--- config.mk ---
export PLATFORM = sky130hd
export DESIGN_NAME = lcd_responder
export DESIGN_NICKNAME = d
export VERILOG_FILES = /design/src/rtl/lcd_pkg.sv /design/src/rtl/lcd_cmd_decode.sv /design/src/rtl/lcd_responder.sv
export SDC_FILE = /design/constraint.sdc
export NUM_CORES = 1
export LEC_CHECK = 0
export ABC_AREA = 0
export BUFFER_PORTS_ARGS = -buffer_cell sky130_fd_sc_hd__buf_4
export CORE_MARGIN = 4
export CORE_UTILIZATION = 40
export DETAILED_ROUTE_END_ITERATION = 10
export MAX_ROUTING_LAYER = met4
export PLACE_DENSITY = 0.6
export SYNTH_ARGS = -nofsm -noshare
export SYNTH_HDL_FRONTEND = slang
export SYNTH_SLANG_ARGS = --single-unit
--- constraint.sdc ---
create_clock -name clk -period 2.3 [get_ports clk]
set_input_delay 0.46 -clock clk [delete_from_list [all_inputs] [get_ports clk]]
set_output_delay 0.46 -clock clk [all_outputs]
set_load 0.02 [all_outputs]
--- src/rtl/lcd_pkg.sv ---
// Shared constants, command classes and address helpers for the HD44780-style responder.
package lcd_pkg;

    localparam int unsigned DEPTH = 32;
    localparam int unsigned AW    = 5;

    localparam logic [7:0] BLANK      = 8'h20;
    localparam logic [6:0] LINE1_BASE = 7'h00;
    localparam logic [6:0] LINE2_BASE = 7'h40;

    localparam logic [7:0] MASK_CLEAR   = 8'h01;
    localparam logic [7:0] MASK_HOME    = 8'h02;
    localparam logic [7:0] MASK_ENTRY   = 8'h04;
    localparam logic [7:0] MASK_DISPLAY = 8'h08;
    localparam logic [7:0] MASK_SHIFT   = 8'h10;
    localparam logic [7:0] MASK_FUNC    = 8'h20;
    localparam logic [7:0] MASK_CGRAM   = 8'h40;
    localparam logic [7:0] MASK_DDRAM   = 8'h80;

    typedef enum logic [2:0] {
        CMD_NOP,
        CMD_CLEAR,
        CMD_HOME,
        CMD_ENTRY,
        CMD_DISPLAY,
        CMD_SHIFT,
        CMD_DDRAM
    } cmd_kind_t;

    typedef struct packed {
        cmd_kind_t       kind;
        logic            inc;
        logic            disp_on;
        logic            move;
        logic            right;
        logic            addr_ok;
        logic [AW-1:0]   addr_cursor;
    } cmd_t;

    // Buffer index 0-15 is line 1, 16-31 is line 2.
    function automatic logic [6:0] cursor_to_ddram(input logic [AW-1:0] c);
        return (c[4] ? LINE2_BASE : LINE1_BASE) | {3'b000, c[3:0]};
    endfunction

endpackage

--- src/rtl/lcd_cmd_decode.sv ---
// Combinational instruction decoder: classifies a byte by its highest set bit.
module lcd_cmd_decode
    import lcd_pkg::*;
(
    input  logic [7:0] code,
    output cmd_t       cmd
);

    always_comb begin
        cmd             = '0;
        cmd.kind        = CMD_NOP;
        cmd.inc         = code[1];
        cmd.disp_on     = code[2];
        cmd.right       = code[2];
        cmd.addr_ok     = (code[6:4] == 3'b000) || (code[6:4] == 3'b100);
        cmd.addr_cursor = {code[6], code[3:0]};

        if ((code & MASK_DDRAM) != 8'h00) begin
            cmd.kind = CMD_DDRAM;
        end else if ((code & (MASK_CGRAM | MASK_FUNC)) != 8'h00) begin
            cmd.kind = CMD_NOP;
        end else if ((code & MASK_SHIFT) != 8'h00) begin
            cmd.kind = CMD_SHIFT;
            cmd.move = ~code[3];
        end else if ((code & MASK_DISPLAY) != 8'h00) begin
            cmd.kind = CMD_DISPLAY;
        end else if ((code & MASK_ENTRY) != 8'h00) begin
            cmd.kind = CMD_ENTRY;
        end else if ((code & MASK_HOME) != 8'h00) begin
            cmd.kind = CMD_HOME;
        end else if ((code & MASK_CLEAR) != 8'h00) begin
            cmd.kind = CMD_CLEAR;
        end
    end

endmodule

--- src/rtl/lcd_responder.sv ---
// Character-LCD bus responder: 32-entry DDRAM buffer, busy timing, status/data read-back.
module lcd_responder
    import lcd_pkg::*;
#(
    parameter int unsigned BUSY_CYCLES  = 50,
    parameter int unsigned CLEAR_CYCLES = 2000
) (
    input  logic          clk,
    input  logic          rst,
    input  logic          lcd_rs,
    input  logic          lcd_rw,
    input  logic          lcd_e,
    input  logic [7:0]    lcd_data_in,
    output logic [7:0]    lcd_data_out,
    output logic          lcd_data_oe,
    input  logic [AW-1:0] rd_index,
    output logic [7:0]    rd_char,
    output logic [AW-1:0] cursor,
    output logic          display_on,
    output logic          busy,
    output logic          cmd_valid,
    output logic [7:0]    cmd_code,
    output logic          err
);

    localparam int unsigned MAX_CYCLES = (CLEAR_CYCLES > BUSY_CYCLES) ? CLEAR_CYCLES : BUSY_CYCLES;
    localparam int unsigned CNT_W      = $clog2(MAX_CYCLES + 1);

    logic [7:0]       mem [DEPTH];
    logic             e_d;
    logic             id;
    logic             clearing;
    logic [AW-1:0]    clr_idx;
    logic [CNT_W-1:0] busy_cnt;
    logic             fall;
    logic [AW-1:0]    cursor_step;
    cmd_t             cmd;

    lcd_cmd_decode u_decode (
        .code (lcd_data_in),
        .cmd  (cmd)
    );

    assign fall        = e_d & ~lcd_e;
    assign cursor_step = id ? (cursor + 5'd1) : (cursor - 5'd1);

    always_ff @(posedge clk) begin
        if (rst) begin
            for (int i = 0; i < DEPTH; i++) mem[i] <= BLANK;
            cursor       <= '0;
            id           <= 1'b1;
            display_on   <= 1'b0;
            busy         <= 1'b0;
            busy_cnt     <= '0;
            err          <= 1'b0;
            cmd_valid    <= 1'b0;
            cmd_code     <= 8'h00;
            lcd_data_out <= 8'h00;
            lcd_data_oe  <= 1'b0;
            rd_char      <= BLANK;
            e_d          <= 1'b0;
            clearing     <= 1'b0;
            clr_idx      <= '0;
        end else begin
            e_d         <= lcd_e;
            lcd_data_oe <= lcd_e & lcd_rw;
            cmd_valid   <= 1'b0;
            rd_char     <= mem[rd_index];

            // busy_cnt holds the number of further cycles busy stays high
            if (busy) begin
                if (busy_cnt == '0) busy <= 1'b0;
                else                busy_cnt <= busy_cnt - 1'b1;
            end

            if (clearing) begin
                mem[clr_idx] <= BLANK;
                clr_idx      <= clr_idx + 5'd1;
                if (clr_idx == AW'(DEPTH - 1)) clearing <= 1'b0;
            end

            if (lcd_e && lcd_rw) begin
                lcd_data_out <= lcd_rs ? (busy ? 8'h00 : mem[cursor])
                                       : {busy, cursor_to_ddram(cursor)};
            end

            if (fall) begin
                if (!lcd_rw) begin
                    if (busy) begin
                        err <= 1'b1;
                    end else begin
                        busy     <= 1'b1;
                        busy_cnt <= CNT_W'(BUSY_CYCLES - 1);
                        if (lcd_rs) begin
                            mem[cursor] <= lcd_data_in;
                            cursor      <= cursor_step;
                        end else begin
                            cmd_valid <= 1'b1;
                            cmd_code  <= lcd_data_in;
                            case (cmd.kind)
                                CMD_CLEAR: begin
                                    busy_cnt <= CNT_W'(CLEAR_CYCLES - 1);
                                    clearing <= 1'b1;
                                    clr_idx  <= '0;
                                    cursor   <= '0;
                                    id       <= 1'b1;
                                end
                                CMD_HOME:    cursor     <= '0;
                                CMD_ENTRY:   id         <= cmd.inc;
                                CMD_DISPLAY: display_on <= cmd.disp_on;
                                CMD_SHIFT: begin
                                    if (cmd.move) cursor <= cmd.right ? (cursor + 5'd1) : (cursor - 5'd1);
                                end
                                CMD_DDRAM: begin
                                    if (cmd.addr_ok) cursor <= cmd.addr_cursor;
                                    else             err    <= 1'b1;
                                end
                                default: ;
                            endcase
                        end
                    end
                end else if (lcd_rs) begin
                    if (busy) err    <= 1'b1;
                    else      cursor <= cursor_step;
                end
            end
        end
    end

endmodule

## Word-level counts from Yosys, hierarchy flattened

Memory sizes are Yosys's and may differ from the RTL's. A register that Yosys moved wholly into a read port is not among the register bits.
Cells that the tools add are included.

- Mux-type cells: 76
- Reductions and logical operators: 17
- $add $sub $neg: 4
- Eq/ne operators: 14
- Bitwise operators: 9

Operators with widths:

| kind | number |
|---|---|
| 5-bit two-way mux | 19 |
| 11-bit two-way mux | 7 |
| 1-bit two-way mux | 37 |
| 8-bit two-way mux | 4 |
| 3-bit two-way mux | 6 |
| 8-bit OR reduction | 2 |
| 5-bit case mux with 3 select lines | 1 |
| 3-bit equality test (second input constant) | 4 |
| 6-bit AND reduction | 2 |
| 11-bit logical NOT | 1 |
| 11-bit by 1-bit subtractor with 11-bit output (second input constant) | 1 |
| 5-bit by 1-bit adder with 5-bit output (second input constant) | 2 |
| 5-bit AND reduction | 2 |
| 8-bit nonzero test | 1 |
| 7-bit two-way mux | 1 |
| 7-bit by 4-bit OR with 7-bit output | 1 |
| 3-bit by 2-bit equality test with 1-bit output (second input constant) | 2 |
| 3-bit != test (second input constant) | 2 |
| 1-bit NOT | 6 |
| 5-bit equality test (second input constant) | 1 |
| 5-bit by 1-bit subtractor with 5-bit output (second input constant) | 1 |
| 2-bit by 1-bit != test with 1-bit output (second input constant) | 2 |
| 2-bit != test (second input constant) | 2 |
| 4-bit AND reduction | 1 |
| other kinds (10) | 12 |

- Input bits: 18
- Memories: 1
- Logic and storage cells: 134
- Register bits: 45
- Output and inout bits: 34
- RAM bits: 256

Memories:

| name | words | bits a word | read ports | clocked after memory_dff | write ports | line | source |
|---|---|---|---|---|---|---|---|
| mem | 32 | 8 | 2 | 2 | 32 | lcd_responder.sv:29 | `logic [7:0] mem [DEPTH];` |

## Depth between registers and ports, before layout

- Depth after elaboration: 15
- Mapped depth: 9

## Cells and area by module

Synthesis repeated with hierarchy kept, for this count alone.

- Cell total of the unflattened synthesis: 1301
- Area, all modules: 17046.3 um^2

By module, submodules not included:

| module | cells each | area each (um^2) | times used |
|---|---|---|---|
| lcd_responder | 1281 | 16912.5 | 1 |
| lcd_cmd_decode | 20 | 133.9 | 1 |

## Worst setup path before layout

No wires, ideal clock.

- Path kind: input to register
- From: in lcd_rs
- To: mem mem[10][0], enable pin
- Data required time: 1.974 ns
- Data arrival time: 1.940 ns
- Buffers on the path: 2
- Slack: 0.033 ns
- Stages: 7
- Path through: buf_2 nand2b_1 nor4b_2 nand2_1 clkbuf_1 nor2_1 a211o_1

RTL lines:

| item | line | source |
|---|---|---|
| start: declaration | lcd_responder.sv:10 | `input logic lcd_rs,` |
| end: declaration | lcd_responder.sv:29 |  |

## Final worst setup path

- From: reg busy
- To: reg busy_cnt[5]

- Word-level cells in the longest chain between the ends: 4

Ends and longest elaborated chain:

| item | line | source |
|---|---|---|
| start: declaration | lcd_responder.sv:20 | `output logic busy,` |
| start signal: assignment | lcd_responder.sv:53 | `busy <= 1'b0;` |
| start signal: assignment | lcd_responder.sv:72 | `if (busy_cnt == '0) busy <= 1'b0;` |
| start signal: assignment | lcd_responder.sv:92 | `busy <= 1'b1;` |
| 11-bit two-way mux | lcd_responder.sv:71 | `if (busy) begin` |
| 11-bit two-way mux | lcd_responder.sv:89 | `if (busy) begin` |
| 11-bit two-way mux | lcd_responder.sv:88 | `if (!lcd_rw) begin` |
| 11-bit two-way mux (*) | lcd_responder.sv:87 | `if (fall) begin` |
| end signal: assignment | lcd_responder.sv:73 | `else busy_cnt <= busy_cnt - 1'b1;` |
| end signal: assignment | lcd_responder.sv:93 | `busy_cnt <= CNT_W'(BUSY_CYCLES - 1);` |
| end signal: assignment | lcd_responder.sv:102 | `busy_cnt <= CNT_W'(CLEAR_CYCLES - 1);` |
| end: declaration | lcd_responder.sv:34 | `logic [CNT_W-1:0] busy_cnt;` |

Mark *: on every way between the ends. The rest lies on a longest branch, timed or not.
A chain may end at the register's enable or synchronous reset.

==> results by group <==
Status
  • Status: finished, final reports clean

Route
  • Residual DRC count: 0
  • DRT iter0 DRCs: 1613
  • Routed vias/inst: 6.06
  • Post-Route WL: 55.3 mm
  • Router iterations before antenna repair: 6
  • Number of routed nets with antenna violations: 0
  • Via Count: 12231
  • WL per Instance: 27.4 µm

Placement
  • GP Congestion: 1.01
  • Post-DP HPWL: 40.0 mm
  • Placed insts: 1951
  • I/O Buffers: 51
  • Placed Area: 19300 µm²

Synth
  • Seq cells post-synth: 314
  • Synth top area cells: edfxtp_1 45%, mux4_2 15%, and2_1 7.3%
  • EDFF count, synth: 256
  • Main synth FF type: edfxtp_1
  • Syn_nets: 1340
  • Synth area leader: edfxtp_1
  • Syn avg cell area: 13.0 µm²
  • Synthesized area: 17000 µm²
  • Top-count cell post-synth: edfxtp_1
  • Synth top cells by count: 256 x edfxtp_1, 198 x and2_1, 114 x mux4_2
  • Register area share after synthesis: 0.520
  • Post-synth ARST share: 0
  • Share of the synthesized area in the top cell type: 0.452
  • Cells after Synth: 1311
  • Ys Warns: 0
  • Synth cell types: 73

Layout
  • Fin area: 20600 µm²
  • # fillers: 3662
  • Sequential Area: 8860 µm²
  • Fin nets: 1482
  • Share of cells above drive strength 1: 0.296
  • Non-filler instance count after layout: 2019
  • Area growth from synthesis to final layout: 21.1%
  • Area of the multi-input gates: 7590 µm²

Min path
  • Worst hold path class: in2reg
  • Hold EP: e_d
  • Hold Startpoint: lcd_e
  • Hold path cells: 2

Critical path
  • Reg-to-reg endpoint: busy_cnt[5]
  • Required time worst endpoint: 2710 ps
  • Reg2reg path depth: 6
  • Crit-path cells: buf_4 -> or4b_1 -> nor3_4 -> o2111ai_1 -> nand2_2 -> a21oi_1
  • Worst-path maximum fanout: 8
  • Worst setup path start: busy
  • Element type at the critical path start: register
  • Worst Path Arrival: 2590 ps
  • Crit Path Class: reg2reg
  • Buf/Inv on CP: 1
  • Peak per-stage delay on the critical path: 640 ps
  • Cell family with most CP delay: simple AND/OR/NAND/NOR gates
  • Worst r2r src: busy
  • Slowest-stage cell, CP: or4b_1
  • Reg2reg setup slack: 120 ps
  • CP Capture Type: register

Clock network
  • Num CTS Buffers: 36
  • Worst-path clk slew: 60 ps
  • CTS tree: done
  • CTS sink cnt: 314
  • Clock tree buffer depth: 3
  • Root cell of the clock tree: clkbuf_16
  • Skew-Pair Late Insertion Delay: 550 ps
  • H-tree levels: 2

STA
  • Max Freq: 459 MHz
  • Worst-Margin Slew: 680 ps
  • Post-Route Skew: 27.2 ps
  • Period utilization: 0.948
  • Final Hold Vio Count: 0
  • Slew margin rel.: 0.546
  • Final count of pins violating max slew: 0
  • Tmin final: 2180 ps
  • Hold slack: 184 ps
  • RSZ-0062 raised after global routing: false
  • Setup Viol. Count Final: 0

Job
  • Number of max-cap violations: 0

Floorplan
  • Core area: 42000 µm²
  • Die area: 45900 µm²
  • Die width: 214 µm
  • # IOs: 52
  • Starting density of the core: 0.405
  • Row count: 75
  • Die height: 214 µm

GRT
  • First-pass GRT wire length: 81.0 mm
  • Number of global-route vias before repair: 12155
  • Largest net degree at the start of global routing: 35
  • Initial antenna violation count: 4
  • Total global routing overflow: 0
  • GR Util All Layers: 0.245

Pwr
  • Worst vdd ir: 0.445 mV
  • PwrDens: 676 nW/µm²
  • Overall Power: 13900 µW
  • LEAKAGE: 0.00736 µW
## cells in the final DEF, fill, tap and decap left out, drive strengths merged, types with 8 or more instances in the layout
master  netlist  routed
a211oi        8       8
nand3        10      10
nor2b         8       8
nand2        40      40
mux2         17      17
mux4        114     114
nor3         54      54
o21ai        16      16
dfxtp        58      58
clkinv        1       8
mux2i        58      58
clkbuf       78      47
nor3b        10      10
a21oi        40      40
edfxtp      256     256
and2        198     198
or3          38      38
a22oi        20      20
o22ai        12      12
a211o        33      33
ha           11      11
nand4         8       8
buf          46     228
inv          11      11
nor2         69      69
## where the power goes
group          total (µW)  switching (µW)  internal, µW  leakage, µW
clock network        6130            2310          3820     0.000601
logic                1380             761           616      0.00375
registers            6430             134          6300      0.00300
total               13900            3200         10700      0.00736
## cell families after synthesis
kind of cell / count (synthesis) / synth area share
AOI/OAI and AO/OA: 176 / 0.0758
xor gates and xnor gates: 9 / 0.00463
adders and majority gates: 11 / 0.00809
buffers and inverters: 136 / 0.0346
DFF: 314 / 0.520
muxes: 189 / 0.196
and+or+nand+nor: 476 / 0.161
## metal layers
| metal | global-route usage | part of all wire |
|---|---|---|
| met4 | 0.0912 | 0.043 |
| met2 | 0.369 | 0.45 |
| met5 | - | 0 |
| met3 | 0.0618 | 0.094 |
| met1 | 0.323 | 0.41 |
## metrics by stage
stage          utilization  setup TNS (ps)  setup slack, ps
3_5_place_dp         0.459            -832             -104
3_3_place_gp         0.459            -637             -136
5_1_grt              0.490               0             3.03
2_1_floorplan            -               0             33.5
4_1_cts              0.489               0             11.4
6_report             0.490               0              120
## what timing repair did
| item | CTS | global route |
|---|---|---|
| setup endpoints to repair | 0 | 12 |
| hold buffers | 0 | 0 |
| setup buffers | 0 | 3 |
| resized for setup | 0 | 4 |
## worst max path at each step
stage	end	cells past startpoint	slack, ps
3_5_place_dp	rd_char[4]	6	-100
6_report	busy_cnt[5]	6	120
4_1_cts	lcd_data_out[7]	7	10
3_3_place_gp	rd_char[4]	6	-140
5_1_grt	busy_cnt[4]	6	3
2_1_floorplan	mem[10][0]	7	30
## final cells by class
class                      instances  share of cell area
antenna                            2            0.000243
clock buffer                      47              0.0482
clock inverter                    16              0.0123
inverter                          12             0.00219
multi-input combinational        861               0.368
sequential                       314               0.430
tap                              539              0.0327
timing repair buffer             228               0.106
## state kept, by name, summed over array words and instances (netlist names), named ones only
name	count
busy	1
mem	256
cursor	5
clr_idx	5
lcd_data_out	8
rd_char	8
cmd_code	8
busy_cnt	11
cmd_valid	1
e_d	1
err	1
id	1
display_on	1
lcd_data_oe	1
clearing	1
## worst reg2reg max path: cells and delay by family, from the launching register on
family,cells,cell delay (ps)
AO/OA/AOI/OAI,2,430
flip-flops,1,300
buffers and inverters,1,160
AND/OR/NAND/NOR,3,1160
(Power assumes the default switching activity.)
